`config.mk`:
```
export PLATFORM = sky130hd
export DESIGN_NAME = idma_tpram_fifo_ctrl
export DESIGN_NICKNAME = d
export VERILOG_FILES = /design/src/rtl/idma_tpram_fifo_ctrl.sv
export SDC_FILE = /design/constraint.sdc
export NUM_CORES = 1
export LEC_CHECK = 0
export BUFFER_PORTS_ARGS = -buffer_cell sky130_fd_sc_hd__buf_4
export CAP_MARGIN = 15
export CORE_AREA = 2 2 233 235
export DETAILED_ROUTE_END_ITERATION = 10
export DIE_AREA = 0 0 235 237
export GPL_TIMING_DRIVEN = 0
export PLACE_DENSITY = 0.58
export SLEW_MARGIN = 10
export SYNTH_ARGS = -nofsm -noshare
export SYNTH_HDL_FRONTEND = slang
export SYNTH_SLANG_ARGS = --single-unit
export TNS_END_PERCENT = 100
```
`constraint.sdc`:
```
create_clock -name clk -period 7.7 [get_ports clk]
set_input_delay 0.77 -clock clk [delete_from_list [all_inputs] [get_ports clk]]
set_output_delay 0.77 -clock clk [all_outputs]
set_load 0.005 [all_outputs]
```
`src/rtl/idma_tpram_fifo_ctrl.sv`:
```
// idma_tpram_fifo_ctrl
//   Single-clock FIFO controller that owns both ports of a two-port SRAM macro.
//   Words are written into the SRAM from a valid/ready push side. A two-entry
//   output buffer is prefetched from the SRAM, which has a one-cycle read latency,
//   so the pop side can sustain one word per cycle.
//
//   Ports
//     clk, rst_n              clock, asynchronous active-low reset
//     in_valid/in_ready/in_data     push handshake and data
//     out_valid/out_ready/out_data  pop handshake and head-of-buffer data
//     count                   words held: SRAM + read in flight + output buffer
//     ram_wceb/waddr/wdata    SRAM write port (active-low enable)
//     ram_rceb/raddr/rdata    SRAM read port (active-low enable, data next cycle)
module idma_tpram_fifo_ctrl #(
   parameter int DW    = 144,
   parameter int AW    = 6,
   parameter int DEPTH = 64
) (
   input  logic          clk,
   input  logic          rst_n,
   input  logic          in_valid,
   output logic          in_ready,
   input  logic [DW-1:0] in_data,
   output logic          out_valid,
   input  logic          out_ready,
   output logic [DW-1:0] out_data,
   output logic [AW+1:0] count,
   output logic          ram_wceb,
   output logic [AW-1:0] ram_waddr,
   output logic [DW-1:0] ram_wdata,
   output logic          ram_rceb,
   output logic [AW-1:0] ram_raddr,
   input  logic [DW-1:0] ram_rdata
);

   localparam logic [AW:0] RAM_FULL = (AW+1)'(DEPTH);

   logic [AW-1:0] wptr_q, wptr_d;
   logic [AW-1:0] rptr_q, rptr_d;
   logic [AW:0]   ram_cnt_q, ram_cnt_d;
   logic          rd_pend_q, rd_pend_d;
   logic [1:0]    ob_cnt_q, ob_cnt_d;
   logic          ob_head_q, ob_head_d;
   logic [DW-1:0] ob_mem_q [2];
   logic [DW-1:0] ob_mem_d [2];
   logic [AW+1:0] count_q, count_d;

   logic          in_fire;
   logic          out_fire;
   logic          rd_issue;
   logic [2:0]    ob_occ;
   logic          ob_wr_idx;

   always_comb begin
      in_ready  = (ram_cnt_q != RAM_FULL);
      in_fire   = in_valid & in_ready;
      out_valid = (ob_cnt_q != 2'd0);
      out_fire  = out_valid & out_ready;

      // Buffer slots already committed (filled or with a read in flight).
      // A pop this cycle frees one slot, so one more committed slot is allowed.
      ob_occ   = {1'b0, ob_cnt_q} + {2'b00, rd_pend_q};
      rd_issue = (ram_cnt_q != '0) &&
                 (out_fire ? (ob_occ < 3'd3) : (ob_occ < 3'd2));

      ram_wceb  = ~in_fire;
      ram_waddr = wptr_q;
      ram_wdata = in_data;
      ram_rceb  = ~rd_issue;
      ram_raddr = rptr_q;

      out_data  = out_valid ? ob_mem_q[ob_head_q] : '0;
      count     = count_q;

      wptr_d    = in_fire  ? wptr_q + AW'(1) : wptr_q;
      rptr_d    = rd_issue ? rptr_q + AW'(1) : rptr_q;
      rd_pend_d = rd_issue;

      ram_cnt_d = ram_cnt_q;
      case ({in_fire, rd_issue})
         2'b10:   ram_cnt_d = ram_cnt_q + (AW+1)'(1);
         2'b01:   ram_cnt_d = ram_cnt_q - (AW+1)'(1);
         default: ram_cnt_d = ram_cnt_q;
      endcase

      // Fill slot is head+cnt (mod 2). When the buffer is full and popping in
      // the same cycle as a fill, this lands on the slot being vacated.
      ob_wr_idx = ob_head_q ^ ob_cnt_q[0];
      ob_mem_d  = ob_mem_q;
      if (rd_pend_q) ob_mem_d[ob_wr_idx] = ram_rdata;

      ob_head_d = out_fire ? ~ob_head_q : ob_head_q;

      ob_cnt_d = ob_cnt_q;
      case ({rd_pend_q, out_fire})
         2'b10:   ob_cnt_d = ob_cnt_q + 2'd1;
         2'b01:   ob_cnt_d = ob_cnt_q - 2'd1;
         default: ob_cnt_d = ob_cnt_q;
      endcase

      count_d = (AW+2)'(ram_cnt_d) + (AW+2)'(rd_pend_d) + (AW+2)'(ob_cnt_d);
   end

   always_ff @(posedge clk or negedge rst_n) begin
      if (!rst_n) begin
         wptr_q      <= '0;
         rptr_q      <= '0;
         ram_cnt_q   <= '0;
         rd_pend_q   <= 1'b0;
         ob_cnt_q    <= 2'd0;
         ob_head_q   <= 1'b0;
         ob_mem_q[0] <= '0;
         ob_mem_q[1] <= '0;
         count_q     <= '0;
      end else begin
         wptr_q      <= wptr_d;
         rptr_q      <= rptr_d;
         ram_cnt_q   <= ram_cnt_d;
         rd_pend_q   <= rd_pend_d;
         ob_cnt_q    <= ob_cnt_d;
         ob_head_q   <= ob_head_d;
         ob_mem_q[0] <= ob_mem_d[0];
         ob_mem_q[1] <= ob_mem_d[1];
         count_q     <= count_d;
      end
   end

   // The issue rule keeps the output buffer from ever taking a third word.
   a_ob_no_overflow : assert property (@(posedge clk) disable iff (!rst_n)
      !(rd_pend_q && !out_fire && (ob_cnt_q == 2'd2)));

   // Equal pointers mean the SRAM is empty or full, so a read and a write
   // can never both be enabled on the same address.
   a_no_addr_collision : assert property (@(posedge clk) disable iff (!rst_n)
      !(in_fire && rd_issue && (wptr_q == rptr_q)));

endmodule

```
Yosys cells after proc, flatten, opt, wreduce, memory -nomap -nowiden
Index checks and enable logic that the tools add are counted.
{"block": "word_totals", "regBits": 319, "output_inout_bits": 312, "wordCells": 50}
{"block": "classes", "muxes": 10, "order_cmp": 5, "n_addsub": 9, "eq_ne": 5, "reduce_logical": 4, "n_bitwise": 8}
{"cell": "$mux 144", "n": 5}
{"cell": "$bwmux 288", "n": 1}
{"cell": "$demux 144 s1", "n": 1}
{"cell": "$pmux 7 s2", "n": 1}
{"cell": "$add 6x1->6 const B", "n": 2}
{"cell": "$add 7x1->8", "n": 1}
{"cell": "$add 8x2->8", "n": 1}
{"cell": "$add 7x1->7 const B", "n": 1}
{"cell": "$ne 7x7->1 const B", "n": 1}
{"cell": "$reduce_bool 7->1", "n": 1}
{"cell": "$sub 7x1->7 const B", "n": 1}
{"cell": "$lt 3x2->1 const B", "n": 2}
{"cell": "$eq 2x1->1 const B", "n": 2}
{"cell": "$eq 2x2->1 const B", "n": 2}
{"cell": "$ge 2x2->1 const B", "n": 2}
{"cell": "$not 1->2", "n": 2}
{"cell": "$pmux 2 s2", "n": 1}
{"cell": "$add 2x1->3", "n": 1}
{"cell": "$not 1->1", "n": 3}
{"cell": "$add 2x1->2 const B", "n": 1}
{"cell": "$and 1x1->1", "n": 2}
{"cell": "$logic_and 1x1->1", "n": 2}
{"cell": "$lt 2x1->1 const B", "n": 1}
{"cell": "$reduce_bool 2->1", "n": 1}
{"cell": "3 further kinds", "n": 3}

Longest topological paths before layout
{"block": "depth", "ltp_word": 8, "mapped_depth": 15, "ltp_nobuf": 14}

Worst setup path before layout
Ideal clock, no wire load.
{"block": "synth_timing", "path_kind": "register to register", "startpoint": "register ob_cnt_q[0]", "endpoint": "register count_q[7] (netlist: count[7])", "setup_time_ns": 0.067, "t_arrival_ns": 3.424, "stages_incl_launch_ff": 15, "setup_slack_ns": 4.208, "period_less_slack_ns": 3.492, "cell_sequence": "dfrtp_1 -> ha_1 -> inv_1 -> ha_1 -> a21oi_1 -> nand2_1 -> a21oi_2 -> ha_1 -> fa_1 -> mux2_2 -> ha_1 -> a21o_1 -> nand2_1 -> nor3b_1 -> and3_1"}
{"block": "synth_via", "elab_chain_len": 8, "elab_cells_between_ends": 17, "classes_between": "5 x add/sub; 2 x order compare; 4 x eq/ne; 3 x mux; 1 x bitwise; 2 x reduce/logical"}
{"item": "from (decl)", "line_no": "42", "text": "logic [1:0] ob_cnt_q, ob_cnt_d;"}
{"item": "from (signal assigned)", "line_no": "120", "text": "ob_cnt_q <= ob_cnt_d;"}
{"item": "$add 2x1->3 / $reduce_bool 2->1 (equally long branches)", "line_no": "62, 57"}
{"item": "$lt 3x2->1 / $and 1x1->1 (equally long branches)", "line_no": "64, 58"}
{"item": "$mux 1 (*)", "line_no": "64", "text": "(out_fire ? (ob_occ < 3'd3) : (ob_occ < 3'd2));"}
{"item": "$logic_and 1x1->1 (*)", "line_no": "63", "text": "rd_issue = (ram_cnt_q != '0) &&"}
{"item": "net rd_issue", "line_no": "50", "text": "logic rd_issue;"}
{"item": "$eq 2x1->1 / $eq 2x2->1 (equally long branches)", "line_no": "80", "text": "case ({in_fire, rd_issue})"}
{"item": "$pmux 7 s2 (*)", "line_no": "80"}
{"item": "net ram_cnt_d[1]", "line_no": "40", "text": "logic [AW:0] ram_cnt_q, ram_cnt_d;"}
{"item": "$add 7x1->8 (*)", "line_no": "101", "text": "count_d = (AW+2)'(ram_cnt_d) + (AW+2)'(rd_pend_d) + (AW+2)'(ob_cnt_d);"}
{"item": "$add 8x2->8 (*)", "line_no": "101"}
{"item": "net count_d[7]", "line_no": "46", "text": "logic [AW+1:0] count_q, count_d;"}
{"item": "to (signal assigned)", "line_no": "124", "text": "count_q <= count_d;"}
{"item": "to (decl)", "line_no": "46"}
Mark *: on every way through the listed nets, which the timed path passes. The rest lies on a longest branch.
A chain may end at the register's enable or synchronous reset.

Worst setup path in the final report
Same ends and word-level chain as after synthesis.

==> metrics.txt <==
run status=finished, final reports clean; CP startpoint kind=flip-flop; GRT Overall Usage=0.169; Worst Path Class, Setup=reg2reg; fraction of layout cells with a size suffix above 1=0.535; largest net degree at the start of global routing=111; top_reg_cell synth=dfrtp_1; H-tree depth=2; Num CTS Buffers=37; Compound-Gate Fraction of Synth Area=0.00808; Setup TNS=0 ns; average vias per placed instance=4.46; Placed Instances=2379; final setup violation count=0; most common cell in the synthesized netlist=dfrtp_1; Final Hold Fails=0; met2 usage=0.285; root buffer cell=clkbuf_16; P_leak=10.2 nW; switching portion of total power=0.358; Ys Warns=0; Post-Synth Simple-Gate Area=0.0486; final design utilization=0.394; Post-Route WL=48500 µm; Synth top area share=0.516; crit-path most repeated cell=nand2_1; Post-CTS Hold Buffers=0; Largest stage delay, worst path=0.76 ns; count of pins over their slew limit=0; Rows=85; clock latency at the later pin of the worst-skew pair=0.54 ns; met1 Usage GRT=0.206; slowest CP cell=nor2_2; setup bufs post-CTS=0; die height=237 µm; Post-Place Setup Slack=3.09 ns; EDFF count, synth=0; XOR/XNOR Fraction of Synth Area=0.0141; routability congestion estimate=0.870; post-synthesis adder-cell area fraction=0.0144; Final ANT Viol Nets=0; VDD IR max=0.212 mV; DP Area=19900 µm²; PnR worst setup slack=3.16 ns; fin crit share=0.589; GRT Max-Usage Layer=met2; Slew @ Worst Pin=0.965 ns; Sequential Power Share=0.304; largest family of logic cells by synthesized area=multiplexers; total power=9.98 mW; core region area=53300 µm²; Worst EP arrival=5.01 ns; vias in the first global route=11500; Yosys reg bits=319; RSZ-0062 raised after global routing=no; register area share after synthesis=0.516; Pwr Density=476 nW/µm²; CTS tree=built; relative slew slack=0.356; Die X=235 µm; syn_area_per_cell=12.7 µm²; initial core utilization=0.291; crit end category=flip-flop; mux contribution to synthesized area=0.305; area delta synth->final=35.4%; Internal Pwr Total=6.41 mW; WP data required=8.18 ns; DRC Markers=0; wire length of the first global-routing pass=71200 µm; combinational group share of total power=0.534; Synth area leader=dfrtp_1; Mapped Area=15500 µm²; number of port buffers=459; post-route cell area=21000 µm²; Min Hold Slack=0.275 ns; Die ar.=55700 µm²; Syn Inst Count=1222; distinct cell type count after synthesis=39; Synth area leaders=dfrtp_1 52%, mux2_2 17%, mux2i_1 9.4%; grt ovf=0; Clock Tree Buf Depth=3; Critical Path, Cell by Cell=nor2_2 > inv_2 > nand2_1 > nand2_1 > a21oi_2 > ha_1 > fa_1 > mux2_2 > ha_1 > a21o_1 > nand2_1 > nor3b_1 > and3_1; max cap viols=0; clock skew=0.0153 ns; minimum clock period=4.54 ns; Layout Cells excl Fill=2444; DR iter-0 viols=371; DP HPWL=37400 µm; Tightest Hold Check Type=in2async; Clock Power Share=0.163; most frequent cells after synthesis=319 x dfrtp_1, 230 x mux2_2, 156 x buf_4, 154 x nor2_1, 145 x mux2i_1; CTS sink cnt=319; cts repair resizes=0; vias=10900; Total Nets Final=2030; I/O Pins=604; antenna violations before repair=4; Mapped Nets=1530; Worst-path clk slew=0.06 ns; GR Util met3=0.0424; drt pass-1 iters=4; Wirelength per Cell=19.9 µm; f_max=220 MHz; ys async rst share=1.00; Psw=3.57 mW; crit path max fanout=10
==> cell type report <==
class	instances	area, µm²
Inverter	14	52.6
Multi-Input combinational cell	682	6040
Antenna cell	3	7.51
Buffer	207	1410
Sequential cell	319	7980
Clock buffer	54	1020
Tap cell	696	871
Clock inverter	8	76.3
Timing Repair Buffer	461	3510
Fill cell	5236	32300
==> critical path, delay by kind of cell, from the launching register on <==
kind	cells	cell delay, ns
AND/OR/NAND/NOR	6	1.72
adder cells (fa/ha/maj)	3	1.23
AO/OA/AOI/OAI	2	0.60
flip-flops	1	0.46
multiplexers	1	0.31
buffers and inverters	1	0.14
==> power groups by stage <==
stage,clock network (mW),logic (mW),registers (mW)
global route,1.75,5.84,3.14
CTS,1.69,5.46,3.03
finish,1.62,5.32,3.03
global placement,0,5.36,3.00
floorplan,0,3.28,2.94
detailed placement,0,5.43,3.05
==> per-layer routing <==
layer | up-vias | routed length, µm
met3 | 67 | 2840
met5 | - | 16
met2 | 348 | 24100
li1 | 5022 | -
met4 | 2 | 1580
met1 | 5460 | 20000
==> placed cells by master, fill, tap and decap left out, types with 2 or more instances in the layout <==
cell,netlist,final
buf_4,156,614
buf_16,0,2
dfrtp_1,319,319
nand3_1,5,5
and3_1,3,3
clkbuf_1,10,24
ha_1,13,13
inv_6,0,2
nand4_1,4,4
mux2_1,60,60
a21o_1,3,3
xor2_1,8,8
mux2_2,230,230
nand2_1,16,16
clkbuf_8,0,3
xnor2_1,17,17
diode_2,0,3
o31ai_1,2,2
buf_2,34,34
mux2i_1,145,145
a21oi_1,3,3
clkbuf_16,0,37
inv_1,13,13
fa_1,3,3
nor2_1,154,154
buf_1,6,6
clkinv_2,0,4
==> worst paths after layout <==
check | startpoint | endpoint | slack, ns | cells after the start
max in group asynchronous | rst_n | ob_mem_q[258] | 6.32 | 2
max | ob_cnt_q[0] | count[7] | 3.16 | 13
min | rst_n | ram_raddr[0] | 0.28 | 1
min reg2reg | ram_waddr[5] | ram_waddr[5] | 0.48 | 1
min in group clk | ram_rdata[83] | ob_mem_q[83] | 0.45 | 2
max reg2reg | ob_cnt_q[0] | count[7] | 3.16 | 13
==> flip-flops by register name (all words and copies together), names as in the netlist <==
register	count
ram_raddr	6
ob_mem_q	288
count	8
rd_pend_q	1
ram_cnt_q	7
ob_head_q	1
ram_waddr	6
ob_cnt_q	2
==> cells by family after synthesis <==
group                      count (synthesis)
AOI/OAI and AO/OA                         17
DFF                                      319
adders and majority gates                 16
xor gates and xnor gates                  25
muxes                                    435
and+or+nand+nor                          189
buffers and inverters                    221
Note: power is estimated with default switching activity, not from simulation.
